**src/rtl/uart_pkg.sv**
```systemverilog
// Shared UART types and constants.
// Used by the receiver and the transmitter.
package uart_pkg;

  localparam int UartDataWidth = 8;

  typedef enum logic [1:0] {
    RxIdle,
    RxStart,
    RxData,
    RxStop
  } uart_rx_state_e;

  function automatic int clocks_per_bit(
    input int freq,
    input int baud
  );
    return freq / baud;
  endfunction

endpackage

```
**src/rtl/uart_rx_if.sv**
```systemverilog
// Byte-delivery bundle between the UART receiver
// and its consumer on the system bus side.
interface uart_rx_if;

  logic [uart_pkg::UartDataWidth-1:0] rx_data_o;
  logic rx_valid_o;
  logic rx_ready_i;
  logic rx_frame_err_o;
  logic rx_overrun_o;
  logic rx_busy_o;

  modport master (
    output rx_data_o,
    output rx_valid_o,
    input  rx_ready_i,
    output rx_frame_err_o,
    output rx_overrun_o,
    output rx_busy_o
  );

  modport slave (
    input  rx_data_o,
    input  rx_valid_o,
    output rx_ready_i,
    input  rx_frame_err_o,
    input  rx_overrun_o,
    input  rx_busy_o
  );

endinterface

```
**src/rtl/sync_2ff.sv**
```systemverilog
// Two-flop synchronizer for asynchronous pins.
// Reset value is a parameter so idle-high lines stay quiet.
module sync_2ff #(
  parameter logic ResetValue = 1'b0
) (
  input  logic clk,
  input  logic rst_n,
  input  logic d,
  output logic q
);

  logic meta;

  always_ff @(posedge clk or negedge rst_n) begin
    if (!rst_n) begin
      meta <= ResetValue;
      q    <= ResetValue;
    end else begin
      meta <= d;
      q    <= meta;
    end
  end

endmodule

```
**src/rtl/uart_rx.sv**
```systemverilog
// 8N1 UART receiver, LSB first, idle high,
// with a single-entry valid/ready output register.
module uart_rx import uart_pkg::*; #(
  parameter int ClockFrequency = 50_000_000,
  parameter int BaudRate       = 115_200
) (
  input  logic      clk_sys_i,
  input  logic      rst_sys_ni,
  input  logic      uart_rx_i,
  uart_rx_if.master bus
);

  localparam int ClocksPerBit =
    clocks_per_bit(ClockFrequency, BaudRate);
  localparam int CntW = $clog2(ClocksPerBit);
  localparam int IdxW = $clog2(UartDataWidth);

  localparam logic [CntW-1:0] HalfLoad =
    CntW'(ClocksPerBit / 2 - 1);
  localparam logic [CntW-1:0] FullLoad =
    CntW'(ClocksPerBit - 1);
  localparam logic [IdxW-1:0] LastIdx =
    IdxW'(UartDataWidth - 1);

  generate
    if (ClocksPerBit < 4) begin : g_cpb_check
      $error("uart_rx: ClocksPerBit must be >= 4");
    end
  endgenerate

  uart_rx_state_e state;
  logic [CntW-1:0] cnt;
  logic [IdxW-1:0] idx;
  logic [UartDataWidth-1:0] shift;
  logic [UartDataWidth-1:0] data_q;
  logic valid_q;
  logic ferr_q;
  logic ovr_q;
  logic rx_sync;
  logic rx_prev;
  logic fall;
  logic tick;
  logic done;
  logic bad;

  sync_2ff #(
    .ResetValue(1'b1)
  ) u_sync (
    .clk  (clk_sys_i),
    .rst_n(rst_sys_ni),
    .d    (uart_rx_i),
    .q    (rx_sync)
  );

  // prev resets high so reset release never looks like a start edge
  always_ff @(posedge clk_sys_i or negedge rst_sys_ni) begin
    if (!rst_sys_ni) rx_prev <= 1'b1;
    else             rx_prev <= rx_sync;
  end

  assign fall = !rx_sync && rx_prev;
  assign tick = (cnt == '0);
  assign done = (state == RxStop) && tick && rx_sync;
  assign bad  = (state == RxStop) && tick && !rx_sync;

  always_ff @(posedge clk_sys_i or negedge rst_sys_ni) begin
    if (!rst_sys_ni) begin
      state <= RxIdle;
      cnt   <= '0;
      idx   <= '0;
      shift <= '0;
    end else begin
      unique case (state)
        RxIdle: begin
          if (fall) begin
            state <= RxStart;
            cnt   <= HalfLoad;
          end
        end
        RxStart: begin
          if (!tick) begin
            cnt <= cnt - 1'b1;
          end else if (!rx_sync) begin
            state <= RxData;
            cnt   <= FullLoad;
            idx   <= '0;
          end else begin
            state <= RxIdle;
          end
        end
        RxData: begin
          if (!tick) begin
            cnt <= cnt - 1'b1;
          end else begin
            shift[idx] <= rx_sync;
            cnt        <= FullLoad;
            idx        <= idx + 1'b1;
            if (idx == LastIdx) state <= RxStop;
          end
        end
        RxStop: begin
          if (!tick) cnt <= cnt - 1'b1;
          else       state <= RxIdle;
        end
        default: state <= RxIdle;
      endcase
    end
  end

  // a handshake in the completion cycle frees the slot for the new byte
  always_ff @(posedge clk_sys_i or negedge rst_sys_ni) begin
    if (!rst_sys_ni) begin
      data_q  <= '0;
      valid_q <= 1'b0;
      ferr_q  <= 1'b0;
      ovr_q   <= 1'b0;
    end else begin
      ferr_q <= bad;
      ovr_q  <= done && valid_q && !bus.rx_ready_i;
      if (done && (!valid_q || bus.rx_ready_i)) begin
        data_q  <= shift;
        valid_q <= 1'b1;
      end else if (valid_q && bus.rx_ready_i) begin
        valid_q <= 1'b0;
      end
    end
  end

  assign bus.rx_data_o      = data_q;
  assign bus.rx_valid_o     = valid_q;
  assign bus.rx_frame_err_o = ferr_q;
  assign bus.rx_overrun_o   = ovr_q;
  assign bus.rx_busy_o      = (state != RxIdle);

endmodule

```
**src/flat_wrapper.sv**
```systemverilog
// flat-port wrapper written by rule: the top's interface ports become plain ports
module uart_rx_flat import uart_pkg::*;
#(
  parameter int ClockFrequency = 50_000_000,
  parameter int BaudRate       = 115_200
)
  (clk_sys_i, rst_sys_ni, uart_rx_i, bus_rx_data_o, bus_rx_valid_o, bus_rx_ready_i, bus_rx_frame_err_o, bus_rx_overrun_o, bus_rx_busy_o);
  uart_rx_if bus_i ();
  input  logic clk_sys_i;
  input  logic rst_sys_ni;
  input  logic uart_rx_i;
  output wire logic [$bits(bus_i.rx_data_o)-1:0] bus_rx_data_o;
  output wire logic [$bits(bus_i.rx_valid_o)-1:0] bus_rx_valid_o;
  input wire logic [$bits(bus_i.rx_ready_i)-1:0] bus_rx_ready_i;
  output wire logic [$bits(bus_i.rx_frame_err_o)-1:0] bus_rx_frame_err_o;
  output wire logic [$bits(bus_i.rx_overrun_o)-1:0] bus_rx_overrun_o;
  output wire logic [$bits(bus_i.rx_busy_o)-1:0] bus_rx_busy_o;
  assign bus_rx_data_o = bus_i.rx_data_o;
  assign bus_rx_valid_o = bus_i.rx_valid_o;
  assign bus_i.rx_ready_i = bus_rx_ready_i;
  assign bus_rx_frame_err_o = bus_i.rx_frame_err_o;
  assign bus_rx_overrun_o = bus_i.rx_overrun_o;
  assign bus_rx_busy_o = bus_i.rx_busy_o;
  uart_rx #(.ClockFrequency(ClockFrequency), .BaudRate(BaudRate)) u_core (.clk_sys_i(clk_sys_i), .rst_sys_ni(rst_sys_ni), .uart_rx_i(uart_rx_i), .bus(bus_i));
endmodule
```
**config.mk**
```make
export PLATFORM = sky130hd
export DESIGN_NAME = uart_rx_flat
export DESIGN_NICKNAME = d
export VERILOG_FILES = /design/src/rtl/uart_pkg.sv /design/src/rtl/uart_rx_if.sv /design/src/rtl/sync_2ff.sv /design/src/rtl/uart_rx.sv /design/src/flat_wrapper.sv
export SDC_FILE = /design/constraint.sdc
export NUM_CORES = 1
export LEC_CHECK = 0
export CORE_MARGIN = 2
export CORE_UTILIZATION = 30
export DETAILED_ROUTE_END_ITERATION = 12
export GPL_TIMING_DRIVEN = 0
export RECOVER_POWER = 50
export SYNTH_ARGS = -nofsm -noshare
export SYNTH_HDL_FRONTEND = slang
export SYNTH_SLANG_ARGS = --single-unit
export TNS_END_PERCENT = 50
```
**constraint.sdc**
```tcl
create_clock -name clk_sys_i -period 4.4 [get_ports clk_sys_i]
set_input_delay 0.88 -clock clk_sys_i [delete_from_list [all_inputs] [get_ports clk_sys_i]]
set_output_delay 0.88 -clock clk_sys_i [all_outputs]
set_load 0.01 [all_outputs]
```
==> out/metrics.yaml, run 1 <==
vias: 1317
synth-edff-count: 0
drc: 0
failed_checks: "max-capacitance violations, max-slew violations"
yosysSeqAreaShare: 0.490
wire_per_inst_um: 13.4
finalHoldViolations: 0
p_leak_nw: 0.944
ios: 16
clk_latency_ps: 290
grt_overflow: 0
htreeDepth: 2
rsz0062_at_grt: "no"
die_x_um: 82.5
grt_pass1_wl_um: 5970
fin_crit_sh: 0.590
tns_ps: 0
layout_commonest_cell: "dfrtp_1"
cp-end-kind: "output port"
nets: 193
final_util: 0.367
cts.clk_slew.worst_paths_ps: 70
ctsHoldBuffers: 0
path_max_fanout: 7
skew_ps: 2.55
setup_viol: 0
vdd_drop_max_mv: 0.210
postRouteAntennaNets: 0
cap_viol_max_count: 1
placed_area_sq_mm: 0.00209
grt_max_degree: 37
fmax_mhz: 385
critPathTopFamily: "buffers and inverters"
vias_per_cell: 5.12
avgSynthCellArea_sq_um: 11.6
dp_hpwl_um: 2510
core_region_area_sq_mm: 0.00592
cts_root_buffer: "clkbuf_8"
fin_crit_ps: 2600
slowest_delay_ps: 480
cp_data_arrival_time_ps: 1720
netlist_area_sq_mm: 0.00185
crit_top_cell: "inv_1"
criticalPathCategory: "reg -> out"
pwr-share-comb: 0.437
final_cell_mix: "33 x dfrtp_1, 17 x mux2_2, 13 x clkdlybuf4s50_1, 9 x inv_1, 9 x nand2_1"
antenna_cells: 0
yosysWarnings: 0
worstMarginPinSlew_ps: 1880
first_pass_iters: 4
syn2layout_area_growth_pct: 17.5
post_cts_resized: 0
grt_usage: 0.115
first_iter_violations: 123
cts_tree: "done"
initial_core_util: 0.312
routabilityCongestion: 0.825
final_area_sq_mm: 0.00217
cts_setup_buffers: 0
hold_ws_ps: 362
clockBufferDepth: 2
synthesis.nets: 171
p_int_w: 0.000740
critPathRequiredTime_ps: 3520
power_switching_w: 0.000468
drt_wl_total_um: 3440
maxSlewHeadroom: -0.254
p_clk_frac: 0.202
hold_path.class: "reg -> reg"
slew_violations: 37
synth-main-ff-cell: "dfrtp_1"
status: "finished, violations left"
p_seq_frac: 0.361
num_rows: 28
swShare: 0.388
crit_chain: "inv_1 -> ha_1 -> inv_1 -> clkdlybuf4s50_1"
synthArstFlopShare: 1.00
antenna_found_initial: 0
die_y_um: 82.5
clock_sinks: 36
grt_pass1_vias: 1283
die_area_sq_mm: 0.00680
ys_ff_latch: 36
crit_buf_inv: 3
port-buffer-count: 15
drive_above_1_share: 0.198
synth.distinct_cells: 47
syn_inst: 159
worst_setup_path_start_kind: "flip-flop"
cpMaxStageDelayCell: "clkdlybuf4s50_1"
cts_made_buffers: 5
powerDensity_mw_per_mm2: 556
[metal layers]
metal,global-route usage,vias up,share of wire
li1,-,637,-
met1,0.157,656,0.50
met2,0.177,19,0.46
met3,0.0293,5,0.033
met4,0.0400,0,0.010
met5,0,-,0
[power groups by stage]
stage | sequential, W | combinational, W | clock (W)
3_5_place_dp | 0.000442 | 0.000532 | 0
2_1_floorplan | 0.000430 | 0.000422 | 0
4_1_cts | 0.000436 | 0.000534 | 0.000253
3_3_place_gp | 0.000439 | 0.000530 | 0
5_1_grt | 0.000441 | 0.000602 | 0.000266
6_report | 0.000436 | 0.000528 | 0.000244
[synthesized netlist by cell type (3+ instances only)]
library cell / n / area (sq um)
a2bb2oi_1: 3 / 26.3
a31oi_1: 3 / 18.8
dfrtp_1: 33 / 826
dfstp_2: 3 / 78.8
ha_1: 8 / 100
inv_1: 9 / 33.8
mux2_2: 17 / 191
nand2_1: 8 / 30.0
nand2b_1: 5 / 31.3
nor2_1: 8 / 30.0
nor3_1: 7 / 35.0
o211ai_1: 3 / 22.5
o21ai_0: 6 / 30.0
[final timing paths]
check,startpoint,end,slack (ps),cells past startpoint
worst min-delay path,u_core.u_sync.meta,u_core.u_sync.q,360,0
worst max-delay path,u_core.state[0],bus_rx_busy_o,1800,4
max in group asynchronous,rst_sys_ni,u_core.bus.rx_data_o[0],2220,1
worst min register to register,u_core.u_sync.meta,u_core.u_sync.q,360,0
worst max register to register,u_core.cnt[0],u_core.bus.rx_data_o[4],1900,6
min in group asynchronous,rst_sys_ni,u_core.cnt[3],1100,1
[metrics by stage]
step | setup WS, ps | instances | power (W)
floorplan | 2390 | 159 | 0.000852
global placement | 1590 | 249 | 0.000969
detailed placement | 1960 | 249 | 0.000975
CTS | 1780 | 257 | 0.00122
global route | 1700 | 257 | 0.00131
finish | 1800 | 257 | 0.00121
[layout make-up]
| cell class | count | area (sq um) |
|---|---|---|
| Fill cell | 582 | 3750 |
| Inverter | 9 | 33.8 |
| Tap cell | 75 | 93.8 |
| Buffer | 4 | 17.5 |
| Sequential cell | 36 | 905 |
| Timing Repair Buffer | 15 | 144 |
| Multi-Input combinational cell | 110 | 885 |
| Clock inverter | 1 | 7.51 |
| Clock buffer | 7 | 86.3 |
[sequential cells by signal (all words and copies together) (netlist names), named ones only]
register / count
u_core.idx: 3
u_core.u_sync.meta: 1
u_core.shift: 8
u_core.bus.rx_valid_o: 1
u_core.u_sync.q: 1
u_core.rx_prev: 1
u_core.state: 1
u_core.bus.rx_overrun_o: 1
u_core.cnt: 9
u_core.bus.rx_frame_err_o: 1
u_core.bus.rx_data_o: 8
[cells by family after synthesis]
logic type | Yosys count | share of synthesized area
buffers and inverters | 13 | 0.0278
AND/OR/NAND/NOR | 45 | 0.156
flip-flops | 36 | 0.490
AO/OA/AOI/OAI | 38 | 0.158
adder cells (fa/ha/maj) | 8 | 0.0542
multiplexers | 19 | 0.114
(Power assumes the default switching activity.)
==> run 2, diff against run 1 <==
Clock period 4.4 ns to 2.6 ns, I/O delays scaled along.
==> run 2 against run 1 <==
Compared with the run above: the run still ends with max-capacitance violations, max-slew violations left; first-iteration DRC count grew 2.4%; worst hold slack is the same; worst setup slack lost 1600 ps; via count is the same; critical path type is now reg -> reg; clock skew is essentially flat; total power grew 70%.
==> out/metrics.yaml, run 2 (synthesized netlist as in run 1, its figures left out) <==
fin_crit_ps: 2400
antenna_cells: 0
drive_above_1_share: 0.203
die_y_um: 82.5
drt_wl_total_um: 3440
p_leak_nw: 0.967
cts_root_buffer: "clkbuf_8"
vdd_drop_max_mv: 0.355
antenna_found_initial: 0
path_max_fanout: 10
nets: 193
cts_made_buffers: 5
setup_viol: 0
htreeDepth: 2
fin_crit_sh: 0.923
cap_viol_max_count: 1
cpMaxStageDelayCell: "nor4b_4"
skew_ps: 2.52
num_rows: 28
syn2layout_area_growth_pct: 17.9
ios: 16
crit_buf_inv: 1
first_iter_violations: 126
wire_per_inst_um: 13.4
grt_max_degree: 37
vias_per_cell: 5.12
drc: 0
status: "finished, violations left"
postRouteAntennaNets: 0
final_cell_mix: "33 x dfrtp_1, 17 x mux2_2, 10 x clkdlybuf4s50_1, 9 x inv_1"
p_clk_frac: 0.202
largest_reg_flops: 9
cts_tree: "done"
die_area_sq_mm: 0.00680
cts.clk_slew.worst_paths_ps: 70
hold_path.class: "reg -> reg"
slowest_delay_ps: 580
cts_setup_buffers: 0
dp_hpwl_um: 2510
regMostFlops: "u_core.cnt"
fin_cells: 257
grt_pass1_vias: 1283
critPathTopFamily: "simple AND/OR/NAND/NOR gates"
failed_checks: "max-capacitance violations, max-slew violations"
clock_sinks: 36
rsz0062_at_grt: "no"
initial_core_util: 0.312
grt_usage: 0.115
cp-end-kind: "flip-flop"
tns_ps: 0
powerDensity_mw_per_mm2: 942
worstMarginPinSlew_ps: 1880
crit_chain: "inv_1 -> ha_1 -> nor4b_4 -> nand2_4 -> nor3b_4 -> mux2_2"
pwr-share-comb: 0.439
grt_pass1_wl_um: 5970
clk_latency_ps: 290
p_int_w: 0.00125
fmax_mhz: 417
core_region_area_sq_mm: 0.00592
power_switching_w: 0.000799
finalHoldViolations: 0
maxSlewHeadroom: -0.254
post_cts_resized: 0
dp_cells: 249
vias: 1317
p_seq_frac: 0.359
grt_overflow: 0
routabilityCongestion: 0.825
die_x_um: 82.5
slew_violations: 37
worst_setup_path_start_kind: "flip-flop"
critPathRequiredTime_ps: 2770
layout_commonest_cell: "dfrtp_1"
port-buffer-count: 15
r2r_slack_ps: 200
criticalPathCategory: "reg -> reg"
clockBufferDepth: 2
ctsHoldBuffers: 0
cp_data_arrival_time_ps: 2580
first_pass_iters: 4
swShare: 0.389
==> run 2: cell count changes in the layout (fill, tap and decap cells not counted) <==
cell / before / now
clkdlybuf4s50_1: 13 / 10
dlygate4sd3_1: 1 / 4
nand2_1: 9 / 8
nand2_4: 0 / 1
==> run 2: worst reg2reg max path, delay by kind of cell, from the launching register on <==
family,cells,cell delay (ps)
mux,1,390
fa+ha+maj,1,220
flops,1,420
buf+inv,1,70
simple gates,3,1190
==> run 2: area by class of cell <==
type	instances	area [sq um]
Fill cell	581	3740
Sequential cell	36	905
Multi-Input combinational cell	110	892
Timing Repair Buffer	15	144
Tap cell	75	93.8
Clock buffer	7	86.3
Inverter	9	33.8
Buffer	4	17.5
Clock inverter	1	7.51
==> run 2: path summary, 6_finish.rpt <==
kind / cells after the start / to / from
setup / recovery: 6 / u_core.bus.rx_data_o[4] / u_core.cnt[0]
hold / removal: 0 / u_core.u_sync.q / u_core.u_sync.meta
setup reg to reg: 6 / u_core.bus.rx_data_o[4] / u_core.cnt[0]
hold reg to reg: 0 / u_core.u_sync.q / u_core.u_sync.meta
max in group asynchronous: 1 / u_core.bus.rx_data_o[0] / rst_sys_ni
min in group asynchronous: 1 / u_core.cnt[3] / rst_sys_ni
==> run 2: power groups by stage <==
stage	combinational, W	clock, W	sequential (W)
after CTS	0.000904	0.000428	0.000738
after detailed placement	0.000901	0	0.000749
after global placement	0.000897	0	0.000744
after floorplan	0.000714	0	0.000728
final	0.000901	0.000414	0.000738
after global routing	0.00103	0.000450	0.000747
==> run 2: through the flow <==
step                setup slack [ps]   util  hold slack [ps]  area (sq um)  power [W]
global route                    33.3  0.368              372          2180    0.00222
detailed placement               211  0.352              348          2090    0.00165
floorplan                        586      -              224          1850    0.00144
CTS                              192  0.368              352          2180    0.00207
global placement                 153  0.353              346          2090    0.00164
finish                           199  0.368              362          2180    0.00205
==> run 2: layer usage <==
layer | vias up | routed length (um) | share of wire | global-route usage
met5 | - | 0 | 0 | 0
met4 | 0 | 33 | 0.0096 | 0.0400
met3 | 5 | 115 | 0.033 | 0.0293
met2 | 19 | 1570 | 0.46 | 0.177
met1 | 656 | 1720 | 0.50 | 0.157
li1 | 637 | - | - | -
==> run 3, diff against run 2 <==
Settings changed: GPL_ROUTABILITY_DRIVEN from default to 0.
==> results of run 3 <==
The final DEF is identical to that of run 2; final timing and power are the same.
